===== src/rtl/mgia_pkg.sv =====
// Shared types and default sizing for the MGIA line fetcher.
package mgia_pkg;

    localparam int DEF_DAT_W          = 16;
    localparam int DEF_ADR_W          = 13;
    localparam int DEF_LB_ADR_W       = 6;
    localparam int DEF_WORDS_PER_LINE = 40;

    typedef enum logic {
        IDLE  = 1'b0,
        FETCH = 1'b1
    } state_t;

endpackage


===== src/rtl/mgia_fetch_addr_gen.sv =====
// Per-frame line address generator: holds the current line start, stride,
// line-double flag and the doubling parity.
module mgia_fetch_addr_gen
    import mgia_pkg::*;
#(
    parameter int ADR_W = DEF_ADR_W
) (
    input  logic             clk,
    input  logic             rst,
    input  logic             load,
    input  logic             advance,
    input  logic [ADR_W-1:0] base,
    input  logic [ADR_W-1:0] stride,
    input  logic             dbl,
    output logic [ADR_W-1:0] line_ptr
);

    logic [ADR_W-1:0] stride_q;
    logic             dbl_q;
    logic             parity;

    // A frame-start reload wins over a line-end advance in the same cycle.
    always_ff @(posedge clk) begin
        if (rst) begin
            line_ptr <= '0;
            stride_q <= '0;
            dbl_q    <= 1'b0;
            parity   <= 1'b0;
        end else if (load) begin
            line_ptr <= base;
            stride_q <= stride;
            dbl_q    <= dbl;
            parity   <= 1'b0;
        end else if (advance) begin
            if (!dbl_q || parity) begin
                line_ptr <= line_ptr + stride_q;
            end
            parity <= ~parity;
        end
    end

endmodule


===== src/rtl/mgia_line_fetcher.sv =====
// Per-line framebuffer fetcher: burst-reads a window of RAM words on each
// fetch-window rising edge and writes them into the line buffer.
module mgia_line_fetcher
    import mgia_pkg::*;
#(
    parameter int DAT_W          = DEF_DAT_W,
    parameter int ADR_W          = DEF_ADR_W,
    parameter int LB_ADR_W       = DEF_LB_ADR_W,
    parameter int WORDS_PER_LINE = DEF_WORDS_PER_LINE
) (
    input  logic                CLK_I,
    input  logic                RST_I,
    input  logic                VSYNC_I,
    input  logic                VFEN_I,
    input  logic [ADR_W-1:0]    BASE_I,
    input  logic [ADR_W-1:0]    STRIDE_I,
    input  logic                DBL_I,
    output logic [ADR_W-1:0]    RAM_ADR_O,
    output logic                RAM_CYC_O,
    output logic                RAM_STB_O,
    input  logic                RAM_ACK_I,
    input  logic                RAM_ERR_I,
    input  logic [DAT_W-1:0]    RAM_DAT_I,
    output logic [LB_ADR_W-1:0] LB_ADR_O,
    output logic [DAT_W-1:0]    LB_DAT_O,
    output logic                LB_WE_O,
    output logic                BUSY_O,
    output logic                UNDERRUN_O
);

    state_t              state, state_nxt;
    logic                vsync_q, vfen_q;
    logic                frame_start, line_start;
    logic                accept, last_word;
    logic                advance, underrun_nxt;
    logic [LB_ADR_W-1:0] word_ctr;
    logic [ADR_W-1:0]    line_ptr;

    assign frame_start = vsync_q & ~VSYNC_I;
    assign line_start  = ~vfen_q & VFEN_I;
    assign accept      = (state == FETCH) & (RAM_ACK_I | RAM_ERR_I);
    assign last_word   = (word_ctr == LB_ADR_W'(WORDS_PER_LINE - 1));

    mgia_fetch_addr_gen #(
        .ADR_W (ADR_W)
    ) u_addr_gen (
        .clk      (CLK_I),
        .rst      (RST_I),
        .load     (frame_start),
        .advance  (advance),
        .base     (BASE_I),
        .stride   (STRIDE_I),
        .dbl      (DBL_I),
        .line_ptr (line_ptr)
    );

    // Completion of the last word outranks an abort in the same cycle; a
    // frame start outranks both and never flags an underrun.
    always_comb begin
        state_nxt    = state;
        advance      = 1'b0;
        underrun_nxt = 1'b0;
        case (state)
            IDLE: begin
                if (line_start) state_nxt = FETCH;
            end
            FETCH: begin
                if (frame_start) begin
                    state_nxt = IDLE;
                end else if (accept && last_word) begin
                    state_nxt = IDLE;
                    advance   = 1'b1;
                end else if (!VFEN_I) begin
                    state_nxt    = IDLE;
                    advance      = 1'b1;
                    underrun_nxt = 1'b1;
                end
            end
            default: state_nxt = IDLE;
        endcase
    end

    always_ff @(posedge CLK_I) begin
        if (RST_I) begin
            state      <= IDLE;
            vsync_q    <= 1'b0;
            vfen_q     <= 1'b0;
            word_ctr   <= '0;
            UNDERRUN_O <= 1'b0;
            LB_WE_O    <= 1'b0;
            LB_ADR_O   <= '0;
            LB_DAT_O   <= '0;
        end else begin
            state      <= state_nxt;
            vsync_q    <= VSYNC_I;
            vfen_q     <= VFEN_I;
            UNDERRUN_O <= underrun_nxt;
            if (state == IDLE && line_start) begin
                word_ctr <= '0;
            end else if (accept) begin
                word_ctr <= word_ctr + 1'b1;
            end
            // Error responses land in the line buffer as zero.
            LB_WE_O  <= accept;
            LB_ADR_O <= word_ctr;
            LB_DAT_O <= RAM_ERR_I ? '0 : RAM_DAT_I;
        end
    end

    assign RAM_CYC_O = (state == FETCH);
    assign RAM_STB_O = (state == FETCH);
    assign BUSY_O    = (state == FETCH);
    assign RAM_ADR_O = line_ptr + ADR_W'(word_ctr);

endmodule


===== config.mk =====
export PLATFORM = sky130hd
export DESIGN_NAME = mgia_line_fetcher
export DESIGN_NICKNAME = d
export VERILOG_FILES = /design/src/rtl/mgia_pkg.sv /design/src/rtl/mgia_fetch_addr_gen.sv /design/src/rtl/mgia_line_fetcher.sv
export SDC_FILE = /design/constraint.sdc
export NUM_CORES = 1
export LEC_CHECK = 0
export CAP_MARGIN = 20
export CORE_UTILIZATION = 51
export CTS_CLUSTER_DIAMETER = 100
export DETAILED_ROUTE_END_ITERATION = 8
export PLACE_DENSITY_LB_ADDON = 0.12
export REMOVE_ABC_BUFFERS = 1
export SYNTH_ARGS = -nofsm -noshare
export SYNTH_HDL_FRONTEND = slang
export SYNTH_SLANG_ARGS = --single-unit

===== constraint.sdc =====
create_clock -name CLK_I -period 7 [get_ports CLK_I]
set_input_delay 1.05 -clock CLK_I [delete_from_list [all_inputs] [get_ports CLK_I]]
set_output_delay 1.05 -clock CLK_I [all_outputs]
set_load 0.005 [all_outputs]

Word-level counts from Yosys, hierarchy flattened
Cells that the tools add are included.

Multiplexer cells: 12. Reductions and logical operators: 11. Equal/unequal tests: 1. Bitwise operators: 8. Add/sub/neg operators: 3.

Operator list (count): 13-bit 2-to-1 mux (3); 13-bit adder (1); 13-bit by 6-bit adder with 13-bit output (1); 1-bit 2-to-1 mux (8); 6-bit by 1-bit adder with 6-bit output, second input constant (1); 6-bit equality test, second input constant (1); 2-bit OR reduction (3); 1-bit NOT (4); 2-bit nonzero test (2); 4-bit OR reduction (1); 1-bit bitwise AND (3); 1-bit logical AND (2); 1-bit case mux with 2 select lines (1); 2-bit AND reduction (1); 1-bit zero test (1); 1-bit logical OR (1); 1-bit OR (1).

Output and inout bits: 40. Flip-flop bits (word level): 61.

Longest topological paths before layout
Depth after elaboration: 8. Gate-level depth with buffers: 9.

Cells and area by module
From an unflattened synthesis, not the netlist that was laid out.

Cells, all modules: 328. Area total of the unflattened synthesis: 3061.7 um2.

By module, submodules not included: mgia_fetch_addr_gen (area an instance 1676.6 um2, cells each 187, times used 1); mgia_line_fetcher (area an instance 1385.1 um2, cells each 141, times used 1).

Least setup slack after synthesis
Ideal clock, no wire load.

Kind: register to output. Start: register word_ctr[0]. End: output port RAM_ADR_O[10]. Arrival time: 1.880 ns. Path buffers: 0. Setup slack: 4.070 ns. Data required time: 5.950 ns. Cell stages (with the launch flop): 9. Cells stage by stage: dfxtp_1 > ha_1 > fa_1 > a21o_1 > a21oi_1 > o21bai_1 > a21oi_1 > nor2_1 > xor2_1.

Word-level cells in the longest chain between the ends: 1.

RTL lines: start: declaration (line mgia_line_fetcher.sv:36) `logic [LB_ADR_W-1:0] word_ctr;`; start signal: assignment (line mgia_line_fetcher.sv:101) `word_ctr <= word_ctr + 1'b1;`; 13-bit by 6-bit adder with 13-bit output (line mgia_line_fetcher.sv:113) `assign RAM_ADR_O = line_ptr + ADR_W'(word_ctr);`; end: declaration (line mgia_line_fetcher.sv:18) `output logic [ADR_W-1:0] RAM_ADR_O,`.

No other way between the ends.

Worst setup path in the final report
Start: register word_ctr[0]. End: output port RAM_ADR_O[12].

Same word-level chain as after synthesis.

==> qor.yml <==
run_status:
  run_status: "finished, final reports clean"
timing:
  period_share: 0.591
  grt_setup_unrepaired: "no"
  setup_viol: 0
  max_freq_mhz: 242
  slew_headroom: 0.507
  hold_viol_final: 0
  worst_slew_pin_slew_ns: 0.736
  setup_tns_ns: 0
  fin_skew_ns: 0.00524
  drv_slew: 0
  min_period_ns: 4.14
  hold-worst-slack_ns: 0.460
worst_setup_path:
  endpoint: "RAM_ADR_O[12]"
  crit_buf_inv: 1
  crit_path_cell_trace: "ha_1 -> fa_1 -> a21o_1 -> a21oi_1 -> o21bai_1 -> a21oi_1 -> nor2_1 -> xor2_1 -> clkdlybuf4s50_1"
  r2r_setup_slack_ns: 4.53
  critPathKind: "flop to output port"
  worstPathRequired_ns: 5.95
  r2r_cells: 8
  reg2reg_from: "u_addr_gen.line_ptr[0]"
  critPathSlowestCell: "clkdlybuf4s50_1"
  worstReg2RegEnd: "u_addr_gen.line_ptr[12]"
  worstPathMaxFanout: 5
  crit_path_max_incr_delay_ns: 0.52
  endpoint_kind: "output port"
  arrival_ns: 3.09
  startpoint: "word_ctr[0]"
  crit_top_cell: "a21oi_1"
  crit_family: "compound AO/OA/AOI/OAI gates"
  cp.depth: 9
  cp-start-kind: "flop"
clocking:
  clk_pin_slew_worst_paths_ns: 0.07
  clk_path_buf_depth: 2
  insertion_delay_ns: 0.34
  ctsHoldBuffers: 0
  cts_tree: "yes"
  cts_root_buffer: "clkbuf_8"
  cts_setup_buffers: 0
  cts_resized: 0
  cts_sinks: 61
  numCtsBuffers: 9
  htree_levels: 3
routing:
  firstDrtPassIters: 4
  drt_wl_total_um: 6970
  detail-route-antenna-nets: 0
  drc: 0
  route.detailed.wl_per_inst_um: 13.9
  dr.first_iter.drc_count: 131
  vias_per_cell: 5.28
  route.vias.total: 2640
floorplanning:
  die_height_um: 78.3
  coreArea_sq_um: 5540
  start_util: 0.535
  die_w_um: 78.3
  pin_count: 89
  rows: 27
  die_area_sq_um: 6130
global_routing:
  grt_max_degree: 42
  track_usage: 0.241
  antenna_found_initial: 0
  grt_pass1_wl_um: 11400
  grt_pass1_vias: 2473
  grt_overflow: 0
synth:
  synth_top_area_frac: 0.412
  syn_area_per_cell_sq_um: 8.86
  yosys-top-cells-count: "61 x dfxtp_1, 45 x nand2_1, 35 x nor2_1, 29 x a21oi_1, 20 x and2_1"
  yosysMostFrequentCell: "dfxtp_1"
  async_reset_ff_frac: 0
  ys_types: 42
  yosys_warnings: 0
  yosys-top-cells-area: "dfxtp_1 41%, ha_1 8.0%, nand2_1 5.7%, a21oi_1 4.9%, nor2_1 4.4%"
  synth_seq_cells: 61
  seq_area_frac_synth: 0.412
  synth_edf_count: 0
  syn_inst: 335
  synth_area_leader_cell: "dfxtp_1"
  ys.flop_type: "dfxtp_1"
  syn_area_sq_um: 2970
placed_design:
  io_buffers: 88
  hpwlAfterDp_um: 5130
  place_congestion: 0.843
  dp.cells: 484
finish:
  area_growth_pct: 38.9
  stdcell_count: 500
  fin_nets: 493
  diodes: 0
  drive_gt1_frac: 0.0701
worst_hold_path:
  hp-class: "flop to flop"
  min_from: "u_addr_gen.stride_q[11]"
power:
  power_density_nw_per_um2: 205
  power.leakage_nw: 1.71
  peakVddDrop_uv: 157
run:
  cap_violations: 0
## registers in the layout, indices dropped and copies added (netlist names)
register,cells
BUSY_O,1
u_addr_gen.dbl_q,1
UNDERRUN_O,1
vfen_q,1
vsync_q,1
LB_ADR_O,6
LB_WE_O,1
word_ctr,6
u_addr_gen.line_ptr,13
u_addr_gen.stride_q,13
LB_DAT_O,16
u_addr_gen.parity,1
## logic make-up (layout without fill, tap and decap cells)
group | after synthesis | in the layout | synth area share
simple gates | 134 | 134 | 0.212
compound gates | 71 | 71 | 0.163
buf+inv | 17 | 110 | 0.0257
flops | 61 | 61 | 0.412
xor+xnor | 26 | 26 | 0.0768
fa+ha+maj | 21 | 21 | 0.0936
mux | 5 | 5 | 0.0169
## per-stage QoR
stage	power, mW	instance area (sq um)	utilization	setup slack (ns)
detailed placement	0.498	3890	0.703	3.25
finish	0.844	4120	0.744	2.86
CTS	0.846	4120	0.744	2.87
floorplan	0.431	2900	-	4.07
global route	0.875	4120	0.744	2.64
global placement	0.493	3890	0.703	3.32
## placed cells by master (no fill, tap or decap), drive strengths merged, types with 2 or more instances in the layout
cell / instances
a211oi: 6
a21o: 9
a21oi: 30
a311oi: 3
and2: 20
and3: 5
buf: 3
bufinv: 2
clkbuf: 11
clkdlybuf4s50: 88
clkinvlp: 2
dfxtp: 61
fa: 2
ha: 19
inv: 3
mux2i: 5
nand2: 45
nand3: 7
nor2: 35
nor2b: 10
nor3: 7
o21ai: 9
o21bai: 4
o22ai: 3
or2: 2
xnor2: 11
xor2: 15
## worst reg2reg max path, delay by kind of cell, from the launching register on
kind	cells	cell delay, ns
simple gates	1	0.12
xor+xnor	1	0.18
fa+ha+maj	2	0.64
flops	1	0.33
compound gates	4	1.07
## how the worst min path moves through the flow
| stage | endpoint | slack [ns] | depth (start not counted) |
|---|---|---|---|
| after floorplan | u_addr_gen.stride_q[0] | 0.43 | 2 |
| after global placement | u_addr_gen.stride_q[10] | 0.45 | 2 |
| after detailed placement | u_addr_gen.stride_q[10] | 0.45 | 2 |
| after CTS | u_addr_gen.stride_q[10] | 0.46 | 2 |
| after global routing | u_addr_gen.stride_q[3] | 0.48 | 2 |
| final | u_addr_gen.stride_q[11] | 0.46 | 2 |
## layout make-up
cell class              count  area, sq um
well taps                  72         90.1
repair buffers             91          903
flip-flops and latches     61         1220
fillers                   425         1420
clock buffers              11          141
inverters                   3         11.3
multi-input cells         257         1670
clock inverters             5         83.8
## layer usage
layer	share of wire	track usage	vias to the layer above
met2	0.48	0.396	79
met5	0	0	-
met4	0.019	0.111	0
met3	0.046	0.0512	14
met1	0.45	0.301	1221
li1	-	-	1326
## power by group
| group | internal [mW] | leakage, nW | switching [mW] |
|---|---|---|---|
| Sequential | 0.361 | 0.498 | 0.0120 |
| Combinational | 0.0685 | 1.10 | 0.0490 |
| Clock | 0.211 | 0.106 | 0.143 |
| Total | 0.640 | 1.71 | 0.204 |
Note: power is estimated with default switching activity, not from simulation.
==> patch 1, RTL diff (same settings) <==
The output `UNDERRUN_O` loses its register stage (`UNDERRUN_O` becomes a continuous assignment).
--- a/src/rtl/mgia_line_fetcher.sv
+++ b/src/rtl/mgia_line_fetcher.sv
@@ -88,3 +88,2 @@
             word_ctr   <= '0;
-            UNDERRUN_O <= 1'b0;
             LB_WE_O    <= 1'b0;
@@ -96,3 +95,2 @@
             vfen_q     <= VFEN_I;
-            UNDERRUN_O <= underrun_nxt;
             if (state == IDLE && line_start) begin
@@ -109,2 +107,4 @@
 
+    assign UNDERRUN_O = underrun_nxt;
+
     assign RAM_CYC_O = (state == FETCH);
Formal check against the unedited RTL: not equivalent (Yosys sat finds a counterexample within 4 cycles, from zero or initial values and one cycle with RST_I high).
==> patch 1 against the original RTL <==
- setup slack gained 0.21 ns
- cell area grew 1.9%
- area after synthesis grew 3.2%
- sequential share of layout area shrank 1.0 points
- count of clock-buffer cells in the layout grew 1
- power shrank 3.5%
- synthesized cell count grew 4.8%
- sequential cell count shrank 1
- routed wire length grew 6.8%
- largest cell class unchanged
==> patch 1: results <==
[grt]
grtUsageTotal_pct = 25.7
grt_max_degree = 38
grt_antenna_before_repair = 0
grt_pass1_vias = 2696
grt_pass1_wl_mm = 12.6

[final_layout]
drive_above_1_share_pct = 5.86
nets = 509
largest_reg_flops = 16
largestRegisters = LB_DAT_O (16), u_addr_gen.line_ptr (13), u_addr_gen.stride_q (13)
fill_cells = 429
antennaDiodeCount = 0

[detailed_routing]
drt_iter0_markers = 126
wire_per_inst_um = 14.4
drt_pass1_iterations = 4
vias_per_cell = 5.32
drt-total-wl_mm = 7.44

[logic_synthesis]
yosysSeqAreaShare_pct = 39.2
synth_compound_area_share_pct = 20.3
synth_area_leaders = dfxtp_1 (39%), ha_1 (7.8%), nand2_1 (6.1%), a21oi_1 (5.1%), xnor2_1 (4.3%)
synth.area.mux_share_pct = 0.980
async_reset_ff_share_pct = 0
avgSynthCellArea_um2 = 8.73
yosys-top-cells-count = dfxtp_1 (60), nand2_1 (50), a21oi_1 (31), nor2_1 (26), ha_1 (19)
ys.warnings.count = 0
synth.distinct_cells = 50
synthXorXnorAreaFrac_pct = 6.29
synthAdderAreaFrac_pct = 9.07

[placement]
finalWeightedCongestion = 0.898
dp.cells = 500
port_buffers = 88
dp_hpwl_mm = 5.45
place_ws_ns = 3.21

[timing]
finalClockSkew_ns = 0.0133
slew_viol_final = 0
relSlewSlack_pct = 47.4

[setup_path]
r2r_cells = 6
critPathMaxStageDelay_ns = 0.44
crit_path_max_fanout = 5
critical_path.top_delay_family = compound AO/OA/AOI/OAI gates
crit_arrival_ns = 2.87
worst_path_max_delay_cell = clkdlybuf4s50_1

[outcome]
outcome = completed

[clock_network]
h-tree-depth = 3
clk-insertion-delay-late_ns = 0.33
postCtsSetupBuffers = 0
root_buffer = clkbuf_8
cts-resized-gates = 0
clock_path_buffers = 2
cts_inserted_buffers = 9

[power]
p_leak_uw = 0.00171
power.internal_uw = 626
peakVddDrop_mv = 0.147

[min_path]
hold_path_class = register to register
holdPathStages = 2
## patch 1: path summary, 6_finish.rpt
kind | start | slack, ns | endpoint
min reg2reg | u_addr_gen.stride_q[4] | 0.47 | u_addr_gen.stride_q[4]
min | u_addr_gen.stride_q[4] | 0.47 | u_addr_gen.stride_q[4]
max reg2reg | word_ctr[1] | 4.67 | u_addr_gen.line_ptr[12]
max | word_ctr[0] | 3.08 | RAM_ADR_O[10]
## patch 1: logic make-up after synthesis
logic type               count (synthesis)
multiplexers                             3
buffers and inverters                   24
AO/OA/AOI/OAI                           89
flip-flops                              60
adder cells (fa/ha/maj)                 21
XOR/XNOR                                22
AND/OR/NAND/NOR                        132
## patch 1: stage by stage
| stage | area, um^2 | hold WS [ns] |
|---|---|---|
| floorplan | 2990 | 0.431 |
| global placement | 3980 | 0.448 |
| detailed placement | 3980 | 0.457 |
| CTS | 4200 | 0.466 |
| global route | 4200 | 0.491 |
| finish | 4200 | 0.465 |
## patch 1: cell type report
cell class / count / share of cell area, %
Tap cell: 72 / 2.15
Sequential cell: 60 / 28.6
Inverter: 10 / 0.894
Multi-Input combinational cell: 267 / 41.7
Timing Repair Buffer: 91 / 21.5
Clock inverter: 4 / 1.73
Clock buffer: 12 / 3.46
## patch 1: metal layers
metal / up-vias / global-route usage (%) / part of all wire (%)
met5: - / 0 / 0
met4: 0 / 11.1 / 2.1
met3: 14 / 4.91 / 3.5
met2: 70 / 41.9 / 47
met1: 1257 / 32.8 / 47
li1: 1404 / - / -
## patch 1: power groups by stage
stage,combinational (uW),clock (uW),sequential [uW]
2_1_floorplan,43.1,0,369
3_3_place_gp,102,0,370
3_5_place_dp,104,0,371
4_1_cts,105,348,363
5_1_grt,115,364,365
6_report,105,347,363
==> patch 2, RTL diff (config.mk and constraints unchanged) <==
Without the edit above. Change the package constant `DEF_DAT_W` from 16 to 32.
--- a/src/rtl/mgia_pkg.sv
+++ b/src/rtl/mgia_pkg.sv
@@ -3,3 +3,3 @@
 
-    localparam int DEF_DAT_W          = 16;
+    localparam int DEF_DAT_W          = 32;
     localparam int DEF_ADR_W          = 13;
Interface: changed (resized LB_DAT_O and RAM_DAT_I); port bits go from 89 to 121. The function was not compared with the original's and may differ.
==> patch 2 against the original RTL <==
- highest routed layer unchanged
- critical path depth fell by 1
- first-iteration DRC count up 67%
- power up 16%
- count of clock-buffer cells in the layout down 2
- largest power group unchanged
- cell area increased by 24%
- core utilization is 0.32 points higher
- routed wire length is 29% higher
- area after synthesis up 22%
- clock skew rose by 0.0027 ns
- setup slack better by 0.24 ns
- sequential cell count up 16
==> patch 2: results <==
[outcome]
outcome = completed

[final_layout]
inverters = 7
clock_area_share_pct = 4.49
drive_above_1_share_pct = 4.32
multi_input_gates = 308
clkbuf_count = 9
nNonClkBuffers = 124
seq_cell_count = 77
multiInputGateArea_um2 = 1950
nonClkBufAreaFrac_pct = 24.1
fill_cells = 556
register_area_um2 = 1540
largestRegisters = LB_DAT_O (32), u_addr_gen.line_ptr (13), u_addr_gen.stride_q (13)
final_cells = 628

[clock_network]
cts_inserted_buffers = 9
clk-insertion-delay-late_ns = 0.35
clkTransAtPathRegs_ns = 0.09
cts-resized-gates = 0

[logic_synthesis]
synthAdderAreaFrac_pct = 7.70
synth_area_leaders = dfxtp_1 (43%), ha_1 (6.6%), and2_1 (5.9%), nand2_1 (5.7%), a21oi_1 (5.4%)
synthXorXnorAreaFrac_pct = 3.88
synth_cells = 412
async_reset_ff_share_pct = 0
yosysSeqAreaShare_pct = 42.7
yosys-top-cells-count = dfxtp_1 (77), nand2_1 (55), a21oi_1 (39), and2_1 (34)
synth_compound_area_share_pct = 19.1
synth.distinct_cells = 50
synth.area.mux_share_pct = 0

[timing]
finalClockSkew_ns = 0.00798
tightest_slew_ns = 0.997

[power]
peakVddDrop_mv = 0.141
p_sw_share_pct = 24.4
p_leak_uw = 0.00196

[grt]
grtUsageTotal_pct = 25.8
grt_pass1_wl_mm = 15.0
grt_max_degree = 43

[placement]
finalWeightedCongestion = 0.852
dp.cells = 612
dp_hpwl_mm = 6.57
port_buffers = 120

[detailed_routing]
wire_per_inst_um = 14.3
drt_iter0_markers = 219
vias = 3327

[setup_path]
critPathMaxStageDelay_ns = 0.57
crit_arrival_ns = 2.84
==> patch 2: cell types whose count changed in the layout (fill, tap and decap cells not counted), moves of 9 or more <==
cell	before	now
clkdlybuf4s50_1	88	120
dfxtp_1	61	77
nor2_1	35	19
and2_1	20	34
a21oi_1	29	39
nand2_1	45	55
xor2_1	15	6
==> patch 2: path summary, 6_finish.rpt <==
path                     from                      to  slack (ns)  cells past startpoint
max               word_ctr[0]            RAM_ADR_O[8]        3.11                      8
min          u_addr_gen.dbl_q        u_addr_gen.dbl_q        0.47                      2
max reg2reg       word_ctr[1]  u_addr_gen.line_ptr[9]        4.50                      6
min reg2reg  u_addr_gen.dbl_q        u_addr_gen.dbl_q        0.47                      2
==> patch 2: through the flow <==
| step | cell area (um^2) | worst slack (ns) | util [%] | power, uW |
|---|---|---|---|---|
| 6_report | 5100 | 3.11 | 74.7 | 977 |
| 5_1_grt | 5100 | 2.94 | 74.7 | 1020 |
| 3_5_place_dp | 4870 | 3.49 | 71.3 | 602 |
| 2_1_floorplan | 3520 | 4.09 | - | 520 |
| 3_3_place_gp | 4870 | 3.52 | 71.3 | 598 |
| 4_1_cts | 5100 | 3.10 | 74.7 | 984 |
==> patch 2: worst min-delay path, cell delays in order (launching register included) <==
cell	delay, ns
dfxtp_1	0.32
nand2_1	0.05
a21oi_1	0.05
==> patch 2: layer usage <==
metal / global-route usage, % / wire, um / up-vias
met1: 30.2 / 3810 / 1535
met4: 8.33 / 99 / 0
met3: 10.7 / 763 / 9
li1: - / - / 1676
met5: 0 / 0 / -
met2: 42.9 / 4320 / 107
==> patch 2: power groups by stage <==
stage          clock network (uW)  registers (uW)  logic, uW
5_1_grt                       413             467        140
3_5_place_dp                    0             475        127
3_3_place_gp                    0             474        124
6_report                      385             465        127
2_1_floorplan                   0             473       46.6
4_1_cts                       391             465        128
